**config.mk**
```make
export PLATFORM = sky130hd
export DESIGN_NAME = codeword_deserializer
export DESIGN_NICKNAME = d
export VERILOG_FILES = /design/src/rtl/codeword_deserializer.sv
export SDC_FILE = /design/constraint.sdc
export NUM_CORES = 1
export LEC_CHECK = 0
export CORE_ASPECT_RATIO = 0.6
export CORE_UTILIZATION = 52
export CTS_CLUSTER_DIAMETER = 50
export CTS_CLUSTER_SIZE = 8
export DETAILED_ROUTE_END_ITERATION = 12
export PLACE_DENSITY = 0.77
export REMOVE_ABC_BUFFERS = 1
export SLEW_MARGIN = 20
export SYNTH_ARGS = -nofsm -noshare
export SYNTH_HDL_FRONTEND = slang
export SYNTH_SLANG_ARGS = --single-unit
```
**constraint.sdc**
```tcl
create_clock -name clk -period 2.4 [get_ports clk]
set_clock_uncertainty 0.05 [all_clocks]
set_input_delay 0.48 -clock clk [delete_from_list [all_inputs] [get_ports clk]]
set_output_delay 0.48 -clock clk [all_outputs]
set_load 0.05 [all_outputs]
```
**src/rtl/codeword_deserializer.sv**
```systemverilog
// Serial-to-parallel codeword assembler: LSB-first bit collection framed by sof,
// single-entry output register with drop-on-full overflow and frame-abort reporting.
module codeword_deserializer #(
  parameter int unsigned CW_WIDTH = 9
) (
  input  logic                clk,
  input  logic                rst_n,
  input  logic                bit_in,
  input  logic                bit_valid,
  input  logic                sof,
  output logic [CW_WIDTH-1:0] cx,
  output logic                cx_valid,
  input  logic                cx_ready,
  output logic                overflow,
  output logic                frame_err
);

  localparam int unsigned CNT_W = $clog2(CW_WIDTH + 1);
  localparam logic [CNT_W-1:0] LAST_POS = CNT_W'(CW_WIDTH - 1);

  typedef enum logic {
    IDLE    = 1'b0,
    COLLECT = 1'b1
  } state_e;

  state_e              state_q, state_d;
  logic [CNT_W-1:0]    cnt_q, cnt_d;
  logic [CW_WIDTH-1:0] shift_q, shift_d;
  logic [CW_WIDTH-1:0] cx_q, cx_d;
  logic                cx_valid_q, cx_valid_d;
  logic                overflow_q, overflow_d;
  logic                frame_err_q, frame_err_d;

  logic [CW_WIDTH-1:0] word_c;
  logic                word_done_c;

  // State registers
  always_ff @(posedge clk or negedge rst_n) begin
    if (!rst_n) begin
      state_q     <= IDLE;
      cnt_q       <= '0;
      shift_q     <= '0;
      cx_q        <= '0;
      cx_valid_q  <= 1'b0;
      overflow_q  <= 1'b0;
      frame_err_q <= 1'b0;
    end else begin
      state_q     <= state_d;
      cnt_q       <= cnt_d;
      shift_q     <= shift_d;
      cx_q        <= cx_d;
      cx_valid_q  <= cx_valid_d;
      overflow_q  <= overflow_d;
      frame_err_q <= frame_err_d;
    end
  end

  // Next-state: bit collection, framing and output-register handoff
  always_comb begin
    state_d     = state_q;
    cnt_d       = cnt_q;
    shift_d     = shift_q;
    cx_d        = cx_q;
    cx_valid_d  = cx_valid_q;
    overflow_d  = 1'b0;
    frame_err_d = 1'b0;
    word_done_c = 1'b0;

    // Partial word with the current bit merged at position cnt
    word_c = shift_q;
    for (int unsigned i = 0; i < CW_WIDTH; i++) begin
      if (cnt_q == CNT_W'(i)) begin
        word_c[i] = bit_in;
      end
    end

    case (state_q)
      IDLE: begin
        if (bit_valid && sof) begin
          shift_d    = '0;
          shift_d[0] = bit_in;
          cnt_d      = CNT_W'(1);
          state_d    = COLLECT;
        end
      end
      COLLECT: begin
        if (bit_valid) begin
          if (sof) begin
            frame_err_d = 1'b1;
            shift_d     = '0;
            shift_d[0]  = bit_in;
            cnt_d       = CNT_W'(1);
          end else if (cnt_q == LAST_POS) begin
            word_done_c = 1'b1;
            shift_d     = '0;
            cnt_d       = '0;
            state_d     = IDLE;
          end else begin
            shift_d = word_c;
            cnt_d   = cnt_q + CNT_W'(1);
          end
        end
      end
      default: begin
        state_d = IDLE;
        cnt_d   = '0;
        shift_d = '0;
      end
    endcase

    // A full register with no consumer this cycle drops the new word
    if (word_done_c) begin
      if (!cx_valid_q || cx_ready) begin
        cx_d       = word_c;
        cx_valid_d = 1'b1;
      end else begin
        overflow_d = 1'b1;
      end
    end else if (cx_valid_q && cx_ready) begin
      cx_valid_d = 1'b0;
    end
  end

  assign cx        = cx_q;
  assign cx_valid  = cx_valid_q;
  assign overflow  = overflow_q;
  assign frame_err = frame_err_q;

endmodule
```
[Word-level counts from Yosys, hierarchy flattened]
Index checks and enable logic that the tools add are counted.
Storage, ports and cells
  register bits: 26
  input bits: 6
  output and inout bits: 12
  logic and storage cells: 65
Operators by class
  reductions and logical operators: 9
  eq/ne operators: 11
  bitwise logic cells: 1
  add/subtract/negate cells: 1
  muxes and demuxes: 36
Operator list (count)
  $mux 9: 4
  $mux 1: 25
  $pmux 9 s2: 1
  $eq 4x3->1 const B: 4
  $mux 4: 4
  $eq 4x2->1 const B: 2
  $pmux 4 s2: 1
  $reduce_and 2->1: 3
  $add 4x1->4 const B: 1
  $eq 4x1->1 const B: 1
  $eq 4x4->1 const B: 1
  $logic_not 4->1: 1
  $ne 2x2->1 const B: 2
  $logic_and 1x1->1: 2
  $ne 2x1->1 const B: 1
  $pmux 1 s2: 1
  $reduce_bool 2->1: 1
  $logic_not 1->1: 1
  $logic_or 1x1->1: 1
  $not 1->1: 1

[Longest topological paths before layout]
Gate-level depths: netlist of run 1.
  word-level depth: 7
  gate-level depth with buffers: 5
  mapped depth without buffers: 5

[Worst setup path after synthesis of run 1]
Ideal clock, no wire load.
  kind: register to register
  start point: reg cnt_q[0]
  end point: reg cx_q[0] (netlist: cx[0])
  clock period less this slack: 1.835 ns
  library setup time: 0.125 ns
  slack: 0.565 ns
  stages on the path, launching flop included: 6
  data required time: 2.225 ns
  arrival: 1.660 ns
  path buffers: 0
  cells stage by stage: dfrtp_1 -> inv_1 -> ha_1 -> nand3b_1 -> nor4b_4 -> mux2_2
Between the ends
  word-level cells in the longest chain between the ends: 6
  elaborated cells on any way between the ends: 8
  those cells by class: 1 x eq/ne; 5 x mux; 2 x reduce/logical
RTL lines
  start, declared: line 27  | logic [CNT_W-1:0] cnt_q, cnt_d;
  start signal, assigned: line 49  | cnt_q <= cnt_d;
  $eq 4x4->1: line 93  | end else if (cnt_q == LAST_POS) begin
  $mux 1: line 93
  $mux 1: line 88  | if (sof) begin
  $mux 1: line 87  | if (bit_valid) begin
  $mux 1: line 77  | case (state_q)
  $reduce_and 2->1 (no source line)
  end signal, assigned: line 43  | cx_q <= '0;
  end signal, assigned: line 51  | cx_q <= cx_d;
  end, declared: line 29  | logic [CW_WIDTH-1:0] cx_q, cx_d;
Several ways; a longest one is shown, not always the timed one.
A chain may end at the register's enable or synchronous reset.

[Final worst setup path of run 1]
  start point: reg cx_q[2] (netlist: cx[2])
  end point: out cx[2]
RTL lines
  end, declared: line 11  | output logic [CW_WIDTH-1:0] cx,
No word-level cell between the ends.

==> flow_summary.toml, run 1 <==
[critical_path]
cp_top_family = "buffers and inverters"
critical_path.slowest_cell = "clkdlybuf4s50_1"
worstPathRequired_ns = 1.87
cp-end-kind = "output pin"
path_buf_inv = 1
crit_path_max_incr_delay_ns = 0.80
cp_cell_sequence = "clkdlybuf4s50_1"
cp-start-kind = "flop"
worstPathArrival_ns = 1.43
crit_type = "reg -> out"
cp_max_fo = 2

[sta]
period_share = 0.817
max_freq_mhz = 510
hold_viol = 0
worstMarginPinSlew_ns = 0.910
slew_viol_final = 0
finalCriticalPeriod_ns = 1.96
slew_headroom = 0.387
final.setup.tns_ns = 0
rsz0062_at_grt = "false"
setup_viol = 0

[clock_network]
numCtsBuffers = 3
cts_tree = "done"
postCtsResizedCells = 0
cts_root_buffer = "clkbuf_8"
clkTransAtPathRegs_ns = 0.08
clkSinkCount = 25
cts_setup_buffers = 0
clk_path_buf_depth = 2
clock_latency_ns = 0.27
cts-hold-fix-buffers = 0
htreeDepth = 1

[power_and_ir_drop]
leakagePower_nw = 0.705
p_total_mw = 0.883
ir_drop_uv = 344
cellPowerDensity_nw_per_um2 = 584

[global_routing]
grt_usage = 0.206
grt_max_degree = 26
grt_pass1_vias = 799
grt_first_pass_wirelength_um = 3840
grt_antenna_before_repair = 0
grt-ovfl-total = 0

[yosys]
syn_area_um2 = 1240
avgSynthCellArea_um2 = 12.8
ys_warn_count = 0
ys.flop_type = "dfrtp_1"
synthXorXnorAreaFrac = 0
yosys.area_share.simple = 0.157
ys_seq_area_frac = 0.505
ys_ff_latch = 25
synth_adder_area_share = 0.0404
synth_compound_area_frac = 0.116
synth_top_family_by_area = "simple AND/OR/NAND/NOR gates"
ys_async_sr_fraction = 1.00
synthMuxAreaShare = 0.155
netlist-cell-type-count = 31
synth_edf_count = 0
synthCells = 97

[routing]
routed_wl_um = 2320
drc = 0
drt-initial-drc-count = 53
first_pass_iters = 4
num_vias = 845
ant_nets = 0
wl_per_cell_um = 15.7
avgViaCountPerCell = 5.71

[floorplan]
core_um2 = 2210
die_h_um = 39.8
rows = 13
die_w_um = 65.0
dieArea_um2 = 2590
io_pins = 18
start_util = 0.560

[placed_design]
dp_cells = 144
place.gp.congestion = 0.845
dpl.hpwl_um = 1680
placed_area_um2 = 1470
portBuffers = 17

[status]
outcome = "completed"

[finish]
finalNonFillerCells = 148
drive_gt1_frac = 0.280
diodes = 0
areaGrowthSynthToFinish_pct = 22.0
fin_area_um2 = 1510
final_nets = 129

[flow_run]
max-cap-violations = 0

[min_path]
hp-class = "reg -> reg"
cell usage after synthesis, types with 2 or more instances:
| library cell | instances | area [µm²] |
|---|---|---|
| a221o_1 | 2 | 20.0 |
| a22o_1 | 8 | 70.1 |
| buf_2 | 3 | 15.0 |
| clkbuf_1 | 2 | 7.51 |
| dfrtp_1 | 25 | 626 |
| ha_1 | 4 | 50.1 |
| inv_1 | 2 | 7.51 |
| mux2_2 | 17 | 191 |
| nand2_1 | 2 | 7.51 |
| nand2b_1 | 3 | 18.8 |
| nand3_1 | 2 | 10.0 |
| nand3b_1 | 5 | 37.5 |
| nor3b_1 | 4 | 30.0 |
layout by cell type, fill, tap and decap left out, types with 2 or more instances in the layout:
master and count:
ha_1 4, a221o_1 2, nand2b_1 3, nand3b_1 5
buf_4 6, mux2_2 17, nand3_1 2, nor3b_1 4
nand2_1 2, clkbuf_8 3, inv_1 2, a22o_1 8
dfrtp_1 25, clkdlybuf4s50_1 17
stage by stage:
stage | hold WS (ns) | util | setup WS [ns]
2_1_floorplan | 0.134 | - | 0.561
3_3_place_gp | 0.432 | 0.662 | 0.240
3_5_place_dp | 0.439 | 0.662 | 0.179
4_1_cts | 0.462 | 0.683 | 0.431
5_1_grt | 0.483 | 0.683 | 0.353
6_report | 0.457 | 0.683 | 0.439
logic make-up after synthesis:
kind of cell / after synthesis
multiplexers: 17
AND/OR/NAND/NOR: 26
adder cells (fa/ha/maj): 4
AO/OA/AOI/OAI: 17
flip-flops: 25
buffers and inverters: 8
registers in the layout (all words and copies together) (netlist names):
name / count
overflow: 1
cx: 9
shift_q: 8
cnt_q: 4
cx_valid: 1
frame_err: 1
state_q: 1
path summary, 6_finish.rpt:
check	from	to	slack (ns)	cells after the start
setup / recovery	cx[2]$_DFFE_PN0P_	cx[2]	0.44	1
hold / removal	shift_q[1]$_DFFE_PN0P_	shift_q[1]$_DFFE_PN0P_	0.46	1
setup reg to reg	cnt_q[0]$_DFFE_PN0P_	cx[4]$_DFFE_PN0P_	0.47	6
hold reg to reg	shift_q[1]$_DFFE_PN0P_	shift_q[1]$_DFFE_PN0P_	0.46	1
max in group asynchronous	rst_n	cx[7]$_DFFE_PN0P_	1.55	2
min in group asynchronous	rst_n	frame_err$_DFF_PN0_	0.51	2
layout make-up:
type	count	area (µm²)
Fill cell	184	701
Sequential cell	25	626
Multi-Input combinational cell	64	579
Timing Repair Buffer	23	215
Clock buffer	3	41.3
Tap cell	30	37.5
Inverter	2	7.51
Clock inverter	1	5.00
where the power goes:
group	switching [mW]	internal, mW	leakage [nW]
registers	0.0273	0.444	0.337
clock network	0.126	0.116	0.0255
logic	0.0862	0.0835	0.343
total	0.239	0.644	0.705
metal layers:
metal  wire, µm  track usage  vias up
met2       1080        0.341       20
met5          0            0        -
li1           -            -      401
met4          8       0.0326        0
met3        102       0.0523        2
met1       1130        0.280      422
No activity file was read; power rests on OpenSTA's default activity.
==> run 2: changes to the inputs <==
- CORE_UTILIZATION: 52 -> 47
- PLACE_DENSITY: 0.77 -> 0.73
- clock period: 2.4 -> 1.6 ns (I/O delays scaled with it)
==> flow_summary.toml, run 2 (synthesis gave the netlist of run 1 again) <==
[power_and_ir_drop]
pwr-share-comb = 0.284
clockPowerShare = 0.249
ir_drop_uv = 459
seqPwrFrac = 0.467
swShare = 0.279
leakagePower_nw = 0.881
cellPowerDensity_nw_per_um2 = 797
p_int_mw = 1.08
switchingPower_mw = 0.416

[clock_network]
cts_tree = "done"
clkTransAtPathRegs_ns = 0.09
cts-hold-fix-buffers = 0
htreeDepth = 1
cts_root_buffer = "clkbuf_8"
numCtsBuffers = 3
clock_latency_ns = 0.27
clk_path_buf_depth = 2
clkSinkCount = 25

[floorplan]
core_um2 = 2330
start_util = 0.533
die_h_um = 41.8
rows = 13
die_w_um = 68.3
io_pins = 18
dieArea_um2 = 2850

[critical_path]
cp_max_fo = 4
cp-end-kind = "flop"
crit_type = "reg -> reg"
worstPathRequired_ns = 1.71
crit_start = "cnt_q[0]$_DFFE_PN0P_"
worstPathArrival_ns = 1.86
cp-start-kind = "flop"
regToRegStartpoint = "cnt_q[0]$_DFFE_PN0P_"

[finish]
final_common_cell = "dfrtp_1"
diodes = 0
drive_gt1_frac = 0.554
fin_area_um2 = 1870
areaGrowthSynthToFinish_pct = 51.1
final_cell_mix = "24 x dfrtp_1, 22 x buf_4, 13 x mux2_2, 10 x buf_12, 8 x a22o_1"
final_nets = 150
largest_register_ffs = 9

[flow_run]
max-cap-violations = 0

[status]
violations = "negative setup slack"
outcome = "finished, violations left"

[sta]
slew_headroom = 0.768
finalCriticalPeriod_ns = 1.75
slew_viol_final = 0
setup_viol = 19
hold_viol = 0
setup_slack_ns = -0.153
whs_ns = 0.362
worstMarginPinSlew_ns = 0.347
max_freq_mhz = 570
rsz0062_at_grt = "true"
period_share = 1.10

[global_routing]
grt_pass1_vias = 1018
grt-ovfl-total = 0
grt_first_pass_wirelength_um = 5060
grt_antenna_before_repair = 0
grt_max_degree = 26
grt_usage = 0.250

[routing]
routed_wl_um = 2980
drt-initial-drc-count = 46
wl_per_cell_um = 17.6
num_vias = 974
avgViaCountPerCell = 5.76
first_pass_iters = 4
drc = 0
ant_nets = 0

[placed_design]
place.gp.congestion = 0.817
dpl.hpwl_um = 1930
portBuffers = 17
placed_area_um2 = 1700

[min_path]
hp-class = "in -> async"
run 2: routing by layer:
metal | global-route usage | wire length, µm | share of wire
met1 | 0.356 | 1430 | 0.48
met2 | 0.392 | 1400 | 0.47
met3 | 0.0687 | 123 | 0.041
met4 | 0.0250 | 19 | 0.0064
met5 | 0 | 0 | 0
run 2: worst paths after layout:
| path | cells after the start | end | slack (ns) |
|---|---|---|---|
| setup / recovery | 6 | cx[5]$_DFFE_PN0P_ | -0.15 |
| hold / removal | 2 | cx[0]$_DFFE_PN0P_ | 0.36 |
| setup reg to reg | 6 | cx[5]$_DFFE_PN0P_ | -0.15 |
| hold reg to reg | 1 | shift_q[7]$_DFFE_PN0P_ | 0.46 |
| max in group asynchronous | 2 | cnt_q[3]$_DFFE_PN0P_ | 0.86 |
| min in group clk | 1 | shift_q[7]$_DFFE_PN0P_ | 0.46 |
run 2: cell type report:
cell class,instances,area [µm²]
multi-input combinational,64,661
sequential,25,627
timing repair buffer,44,494
fill,127,454
clock buffer,4,45.0
tap,30,37.5
inverter,2,7.51
run 2: worst max-delay path: stages, from the launching register on:
cell and delay [ns]:
dfrtp_1 0.40, inv_2 0.10, ha_4 0.15, nand3b_1 0.13, nor4b_4 0.28, buf_4 0.21
mux2_2 0.33
run 2: power groups by stage:
stage               registers, mW  logic (mW)  clock network [mW]
floorplan                   0.733       0.142                   0
global placement            0.702       0.343                   0
detailed placement          0.704       0.355                   0
CTS                         0.694       0.406               0.374
global route                0.701       0.450               0.400
finish                      0.696       0.423               0.372
run 2: timing repair:
action,4_1_cts,5_1_grt
endpoints found under the setup margin,18,20
gates resized for setup,23,6
cloned,1,0
setup buffers,4,1
pin swaps,10,3
run 2: stage by stage:
stage          power [mW]  setup TNS [ns]  cells  worst slack [ns]  utilization
5_1_grt              1.55           -3.21    169            -0.237        0.805
2_1_floorplan       0.874           -2.23     91            -0.239            -
3_3_place_gp         1.05           -3.84    162            -0.291        0.729
4_1_cts              1.47           -2.02    169            -0.159        0.796
6_report             1.49           -1.85    169            -0.153        0.805
3_5_place_dp         1.06           -4.22    162            -0.321        0.729
==> run 3: changes to the inputs <==
- CTS_CLUSTER_DIAMETER: 50 -> 60
==> results of run 3 <==
The final DEF is identical to that of run 2; final timing and power are the same.
==> variant 1 (flow settings as in run 2) <==
Set the parameter `CW_WIDTH` to 13 (it was 9).
--- a/src/rtl/codeword_deserializer.sv
+++ b/src/rtl/codeword_deserializer.sv
@@ -1,7 +1,7 @@
 // Serial-to-parallel codeword assembler: LSB-first bit collection framed by sof,
 // single-entry output register with drop-on-full overflow and frame-abort reporting.
 module codeword_deserializer #(
-  parameter int unsigned CW_WIDTH = 9
+  parameter int unsigned CW_WIDTH = 13
 ) (
   input  logic                clk,
   input  logic                rst_n,
Ports: changed (resized cx); port bits go from 18 to 22. The function was not compared with the original's and may differ.
==> variant 1 against run 2 <==
- the flow still finishes with violations (setup timing)
- global-route usage shrank 2.6 points
- first-iteration DRC count grew 15%
- fmax grew 9.0%
- via count grew 32%
- synthesized area grew 31%
- sequential cell count grew 8
- hold slack lost 8.2 ps
- worst setup slack gained 140 ps
- design area grew 26%
- power grew 120%
- routed wire length grew 35%
- die area grew 30%
- critical path type unchanged
- largest cell class is now sequential cells
==> variant 1: results (changes against run 2) <==
[power_and_ir_drop]
vdd_drop_max_mv = 1.035  ; was 0.4589 mV

[place]
port_buffers = 21  ; was 17
preCtsSetupSlack_ps = -222.5  ; was -321.2 ps
gp_congestion = 0.8617  ; was 0.8166
placed_cells = 223  ; was 162

[critical_path]
r2r-end = cx[10]  ; was cx[5]
crit_fanout = 3  ; was 4
cp.arrival_ps = 1730  ; was 1860 ps

[synth]
synth_area_leaders = dfrtp_1 51%, mux2i_1 11%, nand3b_1 4.2%  ; was dfrtp_1 51%, mux2_2 15%, a22o_1 5.7%
synthCells = 143  ; was 97
ys_top_cells_by_count = 33 x dfrtp_1, 18 x mux2i_1, 11 x inv_1, 11 x nand2_1, 10 x o21ai_0  ; was 25 x dfrtp_1, 17 x mux2_2, 8 x a22o_1, 5 x nand3b_1

[finish]
nFillCells = 226  ; was 127
fin_cells = 233  ; was 169
drive_gt1_share_pct = 36.17  ; was 55.40%
largest_reg_flops = 13  ; was 9

[detailed_routing]
drtIter0Drc = 53  ; was 46
drt-total-wl_um = 4014  ; was 2978 µm

[grt]
use_met3_pct = 5.714  ; was 6.868%
grt_max_degree = 34  ; was 26
first_global_vias = 1226  ; was 1018
track_usage_pct = 22.45  ; was 25.03%
met1_usage_pct = 28.30  ; was 35.64%
use_met2_pct = 38.94  ; was 39.22%
grt_pass1_wl_um = 5954  ; was 5057 µm

[sta]
setup_viol = 1  ; was 19
finalSetupTns_ps = -8.440  ; was -1845 ps
fin_ws_ps = -8.440  ; was -152.9 ps
slew_headroom_pct = 78.68  ; was 76.81%

[run_status]
status = complete, but fails checks  ; unchanged
violations = setup timing  ; unchanged

[cts]
htree_levels = 2  ; was 1
clk_latency_ps = 290  ; was 270 ps

## variant 1: metrics by stage
stage / area [µm²] / hold WS, ps
after global routing: 2351 / 379.1
after CTS: 2288 / 361.7
final: 2351 / 354.2
after floorplan: 1554 / -25.59
after global placement: 2148 / 411.1
after detailed placement: 2148 / 428.7
## variant 1: worst min-delay path by stage
| stage | start | endpoint | cells past startpoint |
|---|---|---|---|
| 3_3_place_gp | shift_q[2] | shift_q[2] | 2 |
| 4_1_cts | rst_n | cnt_q[1] | 2 |
| 2_1_floorplan | rst_n | cnt_q[0] | 0 |
| 3_5_place_dp | shift_q[9] | shift_q[9] | 1 |
| 5_1_grt | rst_n | overflow | 2 |
| 6_report | rst_n | shift_q[8] | 2 |
## variant 1: worst max-delay path, cell delays in order, from the launching register on
cell      delay (ps)
dfrtp_1          400
inv_2             90
buf_4            130
ha_4             150
nand3b_1         100
mux2_4           320
mux2_2           260
## variant 1: final cells by class
class                   count  area (µm²)  share of cell area [%]
well taps                  45       56.30                   2.395
inverters                  11       41.29                   1.756
multi-input cells          89       783.3                   33.32
flip-flops and latches     33       825.8                   35.13
repair buffers             47       564.3                   24.00
clock buffers               8       80.08                   3.406
## variant 1: layer usage
layer	wire, µm	share of wire (%)	vias to the layer above
li1	-	-	590
met1	1800	45	651
met2	1942	48	41
met3	242	6.0	6
met4	29	0.72	0
met5	0	0	-
## variant 1: cells by family after synthesis
kind of cell	share of synthesized area [%]
adders and majority gates	3.079
buffers and inverters	6.929
AOI/OAI and AO/OA	9.854
and+or+nand+nor	13.16
muxes	16.17
DFF	50.81
## variant 1: power groups by stage
| stage | logic [mW] | clock network (mW) | registers, mW |
|---|---|---|---|
| detailed placement | 1.43 | 0 | 1.17 |
| floorplan | 0.348 | 0 | 1.49 |
| finish | 1.57 | 0.603 | 1.16 |
| global route | 1.65 | 0.648 | 1.18 |
| CTS | 1.48 | 0.617 | 1.16 |
| global placement | 1.39 | 0 | 1.16 |
## variant 1: what timing repair did
action                                  in CTS  in global routing
endpoints found under the setup margin      15                 20
resized for setup                           12                 13
pin swaps                                    1                  1
setup buffers                                1                  1
==> variant 2 (flow settings as in run 2) <==
Made on the original files. One comparison of `cnt_q` changes from == to >=.
--- a/src/rtl/codeword_deserializer.sv
+++ b/src/rtl/codeword_deserializer.sv
@@ -90,7 +90,7 @@
             shift_d     = '0;
             shift_d[0]  = bit_in;
             cnt_d       = CNT_W'(1);
-          end else if (cnt_q == LAST_POS) begin
+          end else if (cnt_q >= LAST_POS) begin
             word_done_c = 1'b1;
             shift_d     = '0;
             cnt_d       = '0;
Check against the original RTL: same outputs for any inputs over 10 cycles, from zero or initial values and one cycle with rst_n low; that may be too few to reach the edited logic, so the function may still have changed.
==> variant 2 against run 2 <==
- the run still ends with setup timing left
- clock power up 16%
- worst setup slack worse by 22 ps
- synthesized area up 6.4%
- sequential power up 3.9%
- hold slack worse by 3.6 ps
- sequential cell count up 1
- power up 2.8%
- design area up 3.8%
- count of clock-buffer cells in the layout unchanged
- routed wire length up 2.6%
- fmax down 1.3%
- critical path type unchanged
- highest routed layer unchanged
==> variant 2: results (changes against run 2) <==
[run_status]
status = complete, but fails checks  ; unchanged
violations = setup timing  ; unchanged

[sta]
finalSetupTns_ps = -967.5  ; was -1845 ps
fin_ws_ps = -175.3  ; was -152.9 ps
setup_viol = 9  ; was 19

[grt]
first_global_vias = 1086  ; was 1018
grt_pass1_wl_um = 5306  ; was 5057 µm
track_usage_pct = 23.42  ; was 25.03%
grt_max_degree = 27  ; was 26

[synth]
ys_seq_area_share_pct = 49.38  ; was 50.51%
synth_area_leaders = dfrtp_1 49%, mux2_1 6.0%, mux2_2 5.1%  ; was dfrtp_1 51%, mux2_2 15%, a22o_1 5.7%
synth-compound-area-share_pct = 9.972  ; was 11.62%
ys_top_cells_by_count = 26 x dfrtp_1, 9 x inv_1, 8 x nand2_1  ; was 25 x dfrtp_1, 17 x mux2_2, 8 x a22o_1, 5 x nand3b_1
muxShareOfSynthArea_pct = 15.67  ; was 15.45%
synthAdderAreaFrac_pct = 3.799  ; was 4.040%

[power_and_ir_drop]
cellLeakagePower_nw = 0.9422  ; was 0.8808 nW
vdd_drop_max_mv = 0.5936  ; was 0.4589 mV

[finish]
drive_gt1_share_pct = 47.13  ; was 55.40%
nNetsFinal = 168  ; was 150
nFillCells = 176  ; was 127
fin_cells = 189  ; was 169

[place]
detailed_place_hpwl_um = 2078  ; was 1926 µm
preCtsSetupSlack_ps = -234.6  ; was -321.2 ps

[detailed_routing]
drtIter0Drc = 54  ; was 46

[critical_path]
critPathTopFamily = multiplexers  ; was simple AND/OR/NAND/NOR gates

## variant 2: layout make-up
type	count	area share [%]
inverter	9	1.739
tap	32	2.061
multi-input combinational	71	33.29
clock buffer	4	2.833
sequential	26	33.61
timing repair buffer	47	26.46
## variant 2: repair_timing
item,in CTS,in global routing
resized for setup,13,8
setup endpoints to repair,11,15
pin swaps,3,3
setup buffers,7,5
## variant 2: power by group
part | switching, mW | internal (mW)
registers | 0.0344 | 0.688
logic | 0.169 | 0.211
clock network | 0.210 | 0.220
## variant 2: logic make-up after synthesis
group                    Yosys count
adder cells (fa/ha/maj)            4
AND/OR/NAND/NOR                   29
buffers and inverters             15
AO/OA/AOI/OAI                     21
multiplexers                      17
flip-flops                        26
## variant 2: how the worst max path moves through the flow
stage / startpoint / to / slack (ps) / cells after the start
6_report: cnt_q[0] / cx[2] / -180 / 5
3_5_place_dp: sof / cx[0] / -230 / 5
5_1_grt: cnt_q[0] / cx[2] / -210 / 5
2_1_floorplan: cx_valid / cx[0] / -230 / 3
3_3_place_gp: sof / cx[4] / -190 / 5
4_1_cts: cnt_q[0] / cx[2] / -160 / 5
## variant 2: metrics by stage
step / power (mW) / cell area (µm²) / hold slack (ps)
floorplan: 0.8950 / 1281 / -25.59
global placement: 1.028 / 1734 / 418.1
detailed placement: 1.039 / 1734 / 425.7
CTS: 1.515 / 1878 / 371.5
global route: 1.606 / 1943 / 398.1
finish: 1.533 / 1943 / 358.8
## variant 2: per-layer routing
| layer | vias up | wire length (µm) | global-route usage, % |
|---|---|---|---|
| li1 | 486 | - | - |
| met1 | 503 | 1473 | 30.28 |
| met2 | 21 | 1449 | 40.76 |
| met3 | 2 | 120 | 5.938 |
| met4 | 0 | 11 | 3.600 |
| met5 | - | 0 | 0 |
